### src/rtl/serial_adder_if.sv
`default_nettype none
// +--------------------------------------------------------------------------+
// | Module      : serial_adder_if                                            |
// | Description : Handshake/data bundle for serial_adder.                    |
// |               master drives start/a/b/cin and observes the result side;  |
// |               slave (the adder) does the reverse.                        |
// |   start  request pulse, sampled on rising clk                            |
// |   a, b   WIDTH-bit operands, cin carry-in (captured with start)          |
// |   busy   operation in progress                                          |
// |   done   one-cycle pulse when sum/cout are fresh                         |
// |   sum    WIDTH-bit result, cout carry out of MSB                         |
// |   ovf    signed overflow, present only with SERIAL_ADDER_OVF_EN          |
// | Revision    : 1.0 - initial release                                      |
// +--------------------------------------------------------------------------+
interface serial_adder_if #(
  parameter int WIDTH = 8
);
  logic             start;
  logic [WIDTH-1:0] a;
  logic [WIDTH-1:0] b;
  logic             cin;
  logic             busy;
  logic             done;
  logic [WIDTH-1:0] sum;
  logic             cout;
`ifdef SERIAL_ADDER_OVF_EN
  logic             ovf;
`endif

  modport master (
`ifdef SERIAL_ADDER_OVF_EN
    input  ovf,
`endif
    output start, a, b, cin,
    input  busy, done, sum, cout
  );

  modport slave (
`ifdef SERIAL_ADDER_OVF_EN
    output ovf,
`endif
    input  start, a, b, cin,
    output busy, done, sum, cout
  );
endinterface
`default_nettype wire

### src/rtl/serial_adder.sv
`default_nettype none
// +--------------------------------------------------------------------------+
// | Module      : serial_adder                                               |
// | Description : Bit-serial ripple adder. One full-adder cell and a carry   |
// |               flop add two WIDTH-bit operands LSB-first, one bit per     |
// |               clock, behind a start/busy/done handshake.                 |
// | Ports       : clk    system clock, rising edge                           |
// |               rst_n  asynchronous active-low reset                       |
// |               bus    serial_adder_if.slave (start, a, b, cin in;         |
// |                      busy, done, sum, cout [, ovf] out)                  |
// | Parameters  : WIDTH  operand/result width, 2..32                         |
// | Options     : define SERIAL_ADDER_OVF_EN to add the signed-overflow      |
// |               output ovf (carry into MSB xor carry out of MSB)           |
// | Revision    : 1.0 - initial release                                      |
// +--------------------------------------------------------------------------+
module serial_adder #(
  parameter int WIDTH = 8
) (
  input  logic          clk,
  input  logic          rst_n,
  serial_adder_if.slave bus
);

  localparam int            CW     = $clog2(WIDTH);
  localparam logic [CW-1:0] C_LAST = CW'(WIDTH - 1);

  typedef enum logic [1:0] {
    ST_IDLE  = 2'd0,
    ST_SHIFT = 2'd1,
    ST_DONE  = 2'd2
  } state_t;

  state_t           r_state;
  logic [WIDTH-1:0] r_a_sh;
  logic [WIDTH-1:0] r_b_sh;
  logic             r_c;
  logic [CW-1:0]    r_cnt;
  // Holds the WIDTH-1 low result bits gathered so far; the MSB is the
  // bit produced on the final edge and is merged in directly.
  logic [WIDTH-2:0] r_res_sh;
  logic [WIDTH-1:0] r_sum;
  logic             r_cout;
  logic             r_busy;
  logic             r_done;
`ifdef SERIAL_ADDER_OVF_EN
  logic             r_ovf;
`endif

  logic             w_s;
  logic             w_c_next;
  logic [WIDTH-1:0] w_res_next;

  // The single full-adder cell.
  assign w_s        = r_a_sh[0] ^ r_b_sh[0] ^ r_c;
  assign w_c_next   = (r_a_sh[0] & r_b_sh[0]) | (r_a_sh[0] & r_c) | (r_b_sh[0] & r_c);
  // New bit enters from the MSB side, so bit i ends at position i.
  assign w_res_next = {w_s, r_res_sh};

  always_ff @(posedge clk or negedge rst_n) begin
    if (!rst_n) begin
      r_state  <= ST_IDLE;
      r_a_sh   <= '0;
      r_b_sh   <= '0;
      r_c      <= 1'b0;
      r_cnt    <= '0;
      r_res_sh <= '0;
      r_sum    <= '0;
      r_cout   <= 1'b0;
      r_busy   <= 1'b0;
      r_done   <= 1'b0;
`ifdef SERIAL_ADDER_OVF_EN
      r_ovf    <= 1'b0;
`endif
    end else begin
      case (r_state)
        ST_SHIFT: begin
          // start is ignored here; operands keep shifting undisturbed.
          r_a_sh   <= r_a_sh >> 1;
          r_b_sh   <= r_b_sh >> 1;
          r_c      <= w_c_next;
          r_res_sh <= w_res_next[WIDTH-1:1];
          r_cnt    <= r_cnt + 1'b1;
          if (r_cnt == C_LAST) begin
            // Only the completed result is published, so sum never shows
            // partial bits of an operation in flight.
            r_state <= ST_DONE;
            r_busy  <= 1'b0;
            r_done  <= 1'b1;
            r_sum   <= w_res_next;
            r_cout  <= w_c_next;
`ifdef SERIAL_ADDER_OVF_EN
            // r_c is the carry into the MSB at this point.
            r_ovf   <= r_c ^ w_c_next;
`endif
          end
        end
        default: begin
          // IDLE and DONE both accept a new request.
          r_done <= 1'b0;
          if (bus.start) begin
            r_a_sh   <= bus.a;
            r_b_sh   <= bus.b;
            r_c      <= bus.cin;
            r_cnt    <= '0;
            r_res_sh <= '0;
            r_busy   <= 1'b1;
            r_state  <= ST_SHIFT;
          end else begin
            r_state  <= ST_IDLE;
          end
        end
      endcase
    end
  end

  assign bus.busy = r_busy;
  assign bus.done = r_done;
  assign bus.sum  = r_sum;
  assign bus.cout = r_cout;
`ifdef SERIAL_ADDER_OVF_EN
  assign bus.ovf  = r_ovf;
`endif

endmodule
`default_nettype wire
### src/flat_wrapper.sv
// flat-port wrapper written by rule: the top's interface ports become plain ports
module serial_adder_flat 
#(
  parameter int WIDTH = 8
)
  (clk, rst_n, bus_start, bus_a, bus_b, bus_cin, bus_busy, bus_done, bus_sum, bus_cout);
  serial_adder_if #(.WIDTH(WIDTH)) bus_i ();
  input  logic clk;
  input  logic rst_n;
  input wire logic [$bits(bus_i.start)-1:0] bus_start;
  input wire logic [$bits(bus_i.a)-1:0] bus_a;
  input wire logic [$bits(bus_i.b)-1:0] bus_b;
  input wire logic [$bits(bus_i.cin)-1:0] bus_cin;
  output wire logic [$bits(bus_i.busy)-1:0] bus_busy;
  output wire logic [$bits(bus_i.done)-1:0] bus_done;
  output wire logic [$bits(bus_i.sum)-1:0] bus_sum;
  output wire logic [$bits(bus_i.cout)-1:0] bus_cout;
  assign bus_i.start = bus_start;
  assign bus_i.a = bus_a;
  assign bus_i.b = bus_b;
  assign bus_i.cin = bus_cin;
  assign bus_busy = bus_i.busy;
  assign bus_done = bus_i.done;
  assign bus_sum = bus_i.sum;
  assign bus_cout = bus_i.cout;
  serial_adder #(.WIDTH(WIDTH)) u_core (.clk(clk), .rst_n(rst_n), .bus(bus_i));
endmodule
### config.mk
export PLATFORM = sky130hd
export DESIGN_NAME = serial_adder_flat
export DESIGN_NICKNAME = d
export VERILOG_FILES = /design/src/rtl/serial_adder_if.sv /design/src/rtl/serial_adder.sv /design/src/flat_wrapper.sv
export SDC_FILE = /design/constraint.sdc
export NUM_CORES = 1
export LEC_CHECK = 0
export BUFFER_PORTS_ARGS = -buffer_cell sky130_fd_sc_hd__buf_2
export CAP_MARGIN = 10
export CORE_UTILIZATION = 49
export DETAILED_ROUTE_END_ITERATION = 10
export GPL_TIMING_DRIVEN = 0
export HOLD_SLACK_MARGIN = 0.12
export PLACE_DENSITY = 0.83
export SLEW_MARGIN = 10
export SYNTH_ARGS = -nofsm -noshare
export SYNTH_HDL_FRONTEND = slang
export SYNTH_SLANG_ARGS = --single-unit
### constraint.sdc
create_clock -name clk -period 1.24 [get_ports clk]
set_input_delay 0.062 -clock clk [delete_from_list [all_inputs] [get_ports clk]]
set_output_delay 0.062 -clock clk [all_outputs]
set_load 0.05 [all_outputs]
# ---- After elaboration in Yosys (flattened, before gate mapping)
# Index checks and enable logic that the tools add are counted.
dict set report word_totals {
  ff_bits 40
  inputBits 20
  output_inout_bits 11
  word_cells 42
}
dict set report op_classes {
  n_addsub 1
  n_eq_ne 3
  mux 18
  n_bitwise 7
  reduce_logical 3
}
# op count
set op_table {}
lappend op_table {{$mux W8} 4}
lappend op_table {{$mux W7} 2}
lappend op_table {{$mux W1} 8}
lappend op_table {{$mux W3} 2}
lappend op_table {{$mux W2} 2}
lappend op_table {{$reduce_and A2 Y1} 2}
lappend op_table {{$add A3 B1 Y3 const B} 1}
lappend op_table {{$and A1 B1 Y1} 3}
lappend op_table {{$eq A3 B3 Y1 const B} 1}
lappend op_table {{$eq A2 B1 Y1 const B} 1}
lappend op_table {{$ne A2 B1 Y1 const B} 1}
lappend op_table {{$or A1 B1 Y1} 2}
lappend op_table {{$reduce_bool A2 Y1} 1}
lappend op_table {{$xor A1 B1 Y1} 2}

# ---- Longest topological paths before layout
dict set report depth {
  word_depth 4
  ltp_mapped 5
  depth_no_buf 4
}

# ---- Worst setup path after synthesis
# OpenSTA, ideal clock, no wires.
dict set report synth_path {
  path_type {reg2reg}
  from {reg u_core.r_state[1]}
  to {reg u_core.r_cout, in the netlist u_core.bus.cout}
  setup_time_ps 125
  arrival_ps 1265
  required_ps 1115
  path_slack_ps -150
  path_stages_with_launch 5
  path_buffers 1
  period_less_slack_ps 1390
  cell_sequence {dfrtp_1 > nor2b_2 > buf_6 > nand2_8 > mux2_4}
}
dict set report synth_via {
  elab_chain_cells 2
}
# element line
set synth_rtl {}
lappend synth_rtl {{start, declared} serial_adder.sv:33} ;# state_t r_state;
lappend synth_rtl {{start signal, assigned} serial_adder.sv:61} ;# r_state <= ST_IDLE;
lappend synth_rtl {{start signal, assigned} serial_adder.sv:86} ;# r_state <= ST_DONE;
lappend synth_rtl {{start signal, assigned} serial_adder.sv:107} ;# r_state <= ST_SHIFT;
lappend synth_rtl {{$eq A2 B1 Y1} serial_adder.sv:75} ;# case (r_state)
lappend synth_rtl {{$reduce_and A2 Y1 (no source line)} -}
lappend synth_rtl {{end signal, assigned} serial_adder.sv:90} ;# r_cout <= w_c_next;
lappend synth_rtl {{end, declared} serial_adder.sv:42} ;# logic r_cout;
# Every way passes these cells.
# A chain may end at the register's enable or synchronous reset.

# ---- Final worst setup path
dict set report layout_path {
  from {reg u_core.r_a_sh[0]}
  to {reg u_core.r_sum[7], in the netlist u_core.bus.sum[7]}
}
dict set report layout_via {
  elab_chain_cells 2
}
# element line
set layout_rtl {}
lappend layout_rtl {{start, declared} serial_adder.sv:34} ;# logic [WIDTH-1:0] r_a_sh;
lappend layout_rtl {{start signal, assigned} serial_adder.sv:78} ;# r_a_sh <= r_a_sh >> 1;
lappend layout_rtl {{start signal, assigned} serial_adder.sv:101} ;# r_a_sh <= bus.a;
lappend layout_rtl {{$xor A1 B1 Y1 (2 in series)} serial_adder.sv:54} ;# assign w_s = r_a_sh[0] ^ r_b_sh[0] ^ r_c;
lappend layout_rtl {{net u_core.w_s} serial_adder.sv:49} ;# logic w_s;
lappend layout_rtl {{end signal, assigned} serial_adder.sv:89} ;# r_sum <= w_res_next;
lappend layout_rtl {{end, declared} serial_adder.sv:41} ;# logic [WIDTH-1:0] r_sum;
# The timed path passes the listed nets, and every way through them passes these cells.

==> flow_metrics.env <==
export IMPL_dp_cells=220
export IMPL_synth_largest_area_cell="dfrtp_1"
export IMPL_syn_inst=145
export IMPL_grt_max_degree=40
export IMPL_wl_met3_um=166
export IMPL_fp_dieH_um=61.4
export IMPL_hold_viol=0
export IMPL_ioPinCount=31
export IMPL_netlist_area_mm2=0.00173
export IMPL_worstHoldPathType="in2async"
export IMPL_tritoncts="yes"
export IMPL_syn_nets=168
export IMPL_final_common_cell="dfrtp_1"
export IMPL_finish_utilization=0.659
export IMPL_n_antenna_cell=0
export IMPL_tightest_slew_ps=848
export IMPL_drcViolationCount=0
export IMPL_h_tree_depth=2
export IMPL_via_count=1262
export IMPL_timing_final_crit_share=1.07
export IMPL_worst_slack_ps=-91.7
export IMPL_dieArea_mm2=0.00378
export IMPL_cp_start_kind="register"
export IMPL_crit_chain="fa_1 -> mux2_4"
export IMPL_wl_um=3420
export IMPL_cts_sinks=39
export IMPL_first_pass_iters=4
export IMPL_place_area_mm2=0.00195
export IMPL_gp_routability_congestion=0.740
export IMPL_finClkSkew_ps=6.30
export IMPL_cp_num_buf_inv=0
export IMPL_dieWidth_um=61.4
export IMPL_maxCapViolCount=0
export IMPL_grt_antenna_before_repair=0
export IMPL_initial_core_util=0.515
export IMPL_ant_nets=0
export IMPL_wl_met1_um=1500
export IMPL_clk_pin_slew_worst_paths_ps=110
export IMPL_setup_violations=9
export IMPL_final_cell_mix="dfrtp_1 (38), buf_2 (30), nand2_1 (24), o21ai_0 (23), dlygate4sd3_1 (19)"
export IMPL_cpLargestDelayFamily="adder cells"
export IMPL_cpMaxStageDelayCell="fa_1"
export IMPL_vdd_drop_max_v=0.00102
export IMPL_met2_length_um=1690
export IMPL_leakage_nw=1.12
export IMPL_ys_seq_area_frac=0.564
export IMPL_clockBufferDepth=2
export IMPL_worstPathRequired_ps=1480
export IMPL_dpl_hpwl_um=2240
export IMPL_period_minus_slack_ps=1330
export IMPL_syn_to_final_growth_pct=28.0
export IMPL_std_cell_rows=21
export IMPL_grt_usage=0.207
export IMPL_power_mw=5.28
export IMPL_clkLatencyLatePin_ps=350
export IMPL_yosys_area_top_type_share=0.564
export IMPL_rsz0062_at_grt="true"
export IMPL_violations="negative setup slack"
export IMPL_dr_first_iter_drc_count=93
export IMPL_hold_ws_ps=340
export IMPL_slowest_delay_ps=520
export IMPL_top_layer="met4"
export IMPL_numCtsBuffers=5
export IMPL_avgSynthCellArea_um2=11.9
export IMPL_fin_nets=226
export IMPL_arrival_ps=1570
export IMPL_status="finished, violations left"
export IMPL_clock_root_buffer="clkbuf_4"
export IMPL_cp_end_kind="register"
export IMPL_design_area_mm2=0.00222
export IMPL_wl_per_cell_um=13.7
export IMPL_grt_ovfl_total=0
export IMPL_ys_top_cells_by_area="dfrtp_1 (56%), mux2i_1 (9.8%), mux2_4 (7.8%)"
export IMPL_critPathMaxFanout=2
export IMPL_yosysWarnings=0
export IMPL_vias_per_cell=5.07
export IMPL_slew_headroom=0.435
export IMPL_core_area_mm2=0.00336
export IMPL_drive_above_1_share=0.300
export IMPL_final_cells=249
export IMPL_synth_seq_cells=39
export IMPL_max_freq_mhz=751
export IMPL_path_class="reg2reg"
export IMPL_grt_pass1_vias=1257
export IMPL_power_density_mw_per_mm2=2380
export IMPL_grt_pass1_wl_um=5540
export IMPL_slew_violations=0
export IMPL_synth_distinct_cells=17
export IMPL_io_buffers=29
## power by group
| part | total (mW) | switching, mW | internal, mW |
|---|---|---|---|
| clock | 0.597 | 0.383 | 0.214 |
| sequential | 2.17 | 0.342 | 1.83 |
| combinational | 2.51 | 1.49 | 1.01 |
| total | 5.28 | 2.22 | 3.06 |
## cell usage after synthesis (all sizes together)
cell type,n
a21oi,2
buf,7
clkbuf,2
dfrtp,39
fa,1
ha,2
inv,1
mux2,10
mux2i,17
nand2,25
nand2b,10
nor2,4
nor2b,1
o21ai,24
## final cells by class
cell class / instances / area [um2]
inverter: 1 / 3.75
timing repair buffer: 51 / 358
buffer: 9 / 71.3
fill: 279 / 1150
clock buffer: 7 / 45.0
multi-input combinational: 96 / 703
sequential: 39 / 977
tap: 46 / 57.6
## sequential cells by signal (all words and copies together), names as in the netlist
name and cells:
u_core.r_res_sh 7, u_core.r_c 1, u_core.r_b_sh 8, u_core.r_state 2, u_core.r_a_sh 8, u_core.bus.busy 1, u_core.bus.sum 8, u_core.bus.cout 1
u_core.r_cnt 3
## repair_timing
item | CTS | global route
endpoints found under the setup margin | 9 | 31
hold endpoints to repair | 59 | 0
hold buffers | 19 | 0
gates resized for setup | 0 | 5
pin swaps | 0 | 2
setup buffers | 2 | 1
## through the flow
step	setup TNS [ps]	setup slack, ps
finish	-709	-91.7
global route	-984	-111
CTS	-656	-77.5
detailed placement	-610	-71.0
global placement	-421	-51.7
floorplan	-456	-50.6
## worst paths after layout
kind                             startpoint                 to  slack [ps]  cells after the start
max in group asynchronous             rst_n  u_core.r_state[1]         310                      2
hold reg to reg            u_core.r_b_sh[5]   u_core.r_b_sh[4]         490                      2
hold / removal                        rst_n  u_core.bus.sum[1]         340                      2
min in group clk           u_core.r_b_sh[5]   u_core.r_b_sh[4]         490                      2
setup / recovery           u_core.r_a_sh[0]  u_core.bus.sum[7]         -90                      2
setup reg to reg           u_core.r_a_sh[0]  u_core.bus.sum[7]         -90                      2
## layer usage
layer | vias to the layer above | global-route usage
met5 | - | 0
met4 | 0 | 0.0921
met3 | 8 | 0.0588
met2 | 35 | 0.342
met1 | 618 | 0.254
li1 | 601 | -
## cell families after synthesis
family	count (synthesis)	synth area share
AND/OR/NAND/NOR	40	0.113
adder cells (fa/ha/maj)	3	0.0260
buffers and inverters	10	0.0390
multiplexers	27	0.183
AO/OA/AOI/OAI	26	0.0751
flip-flops	39	0.564
(Power assumes the default switching activity.)
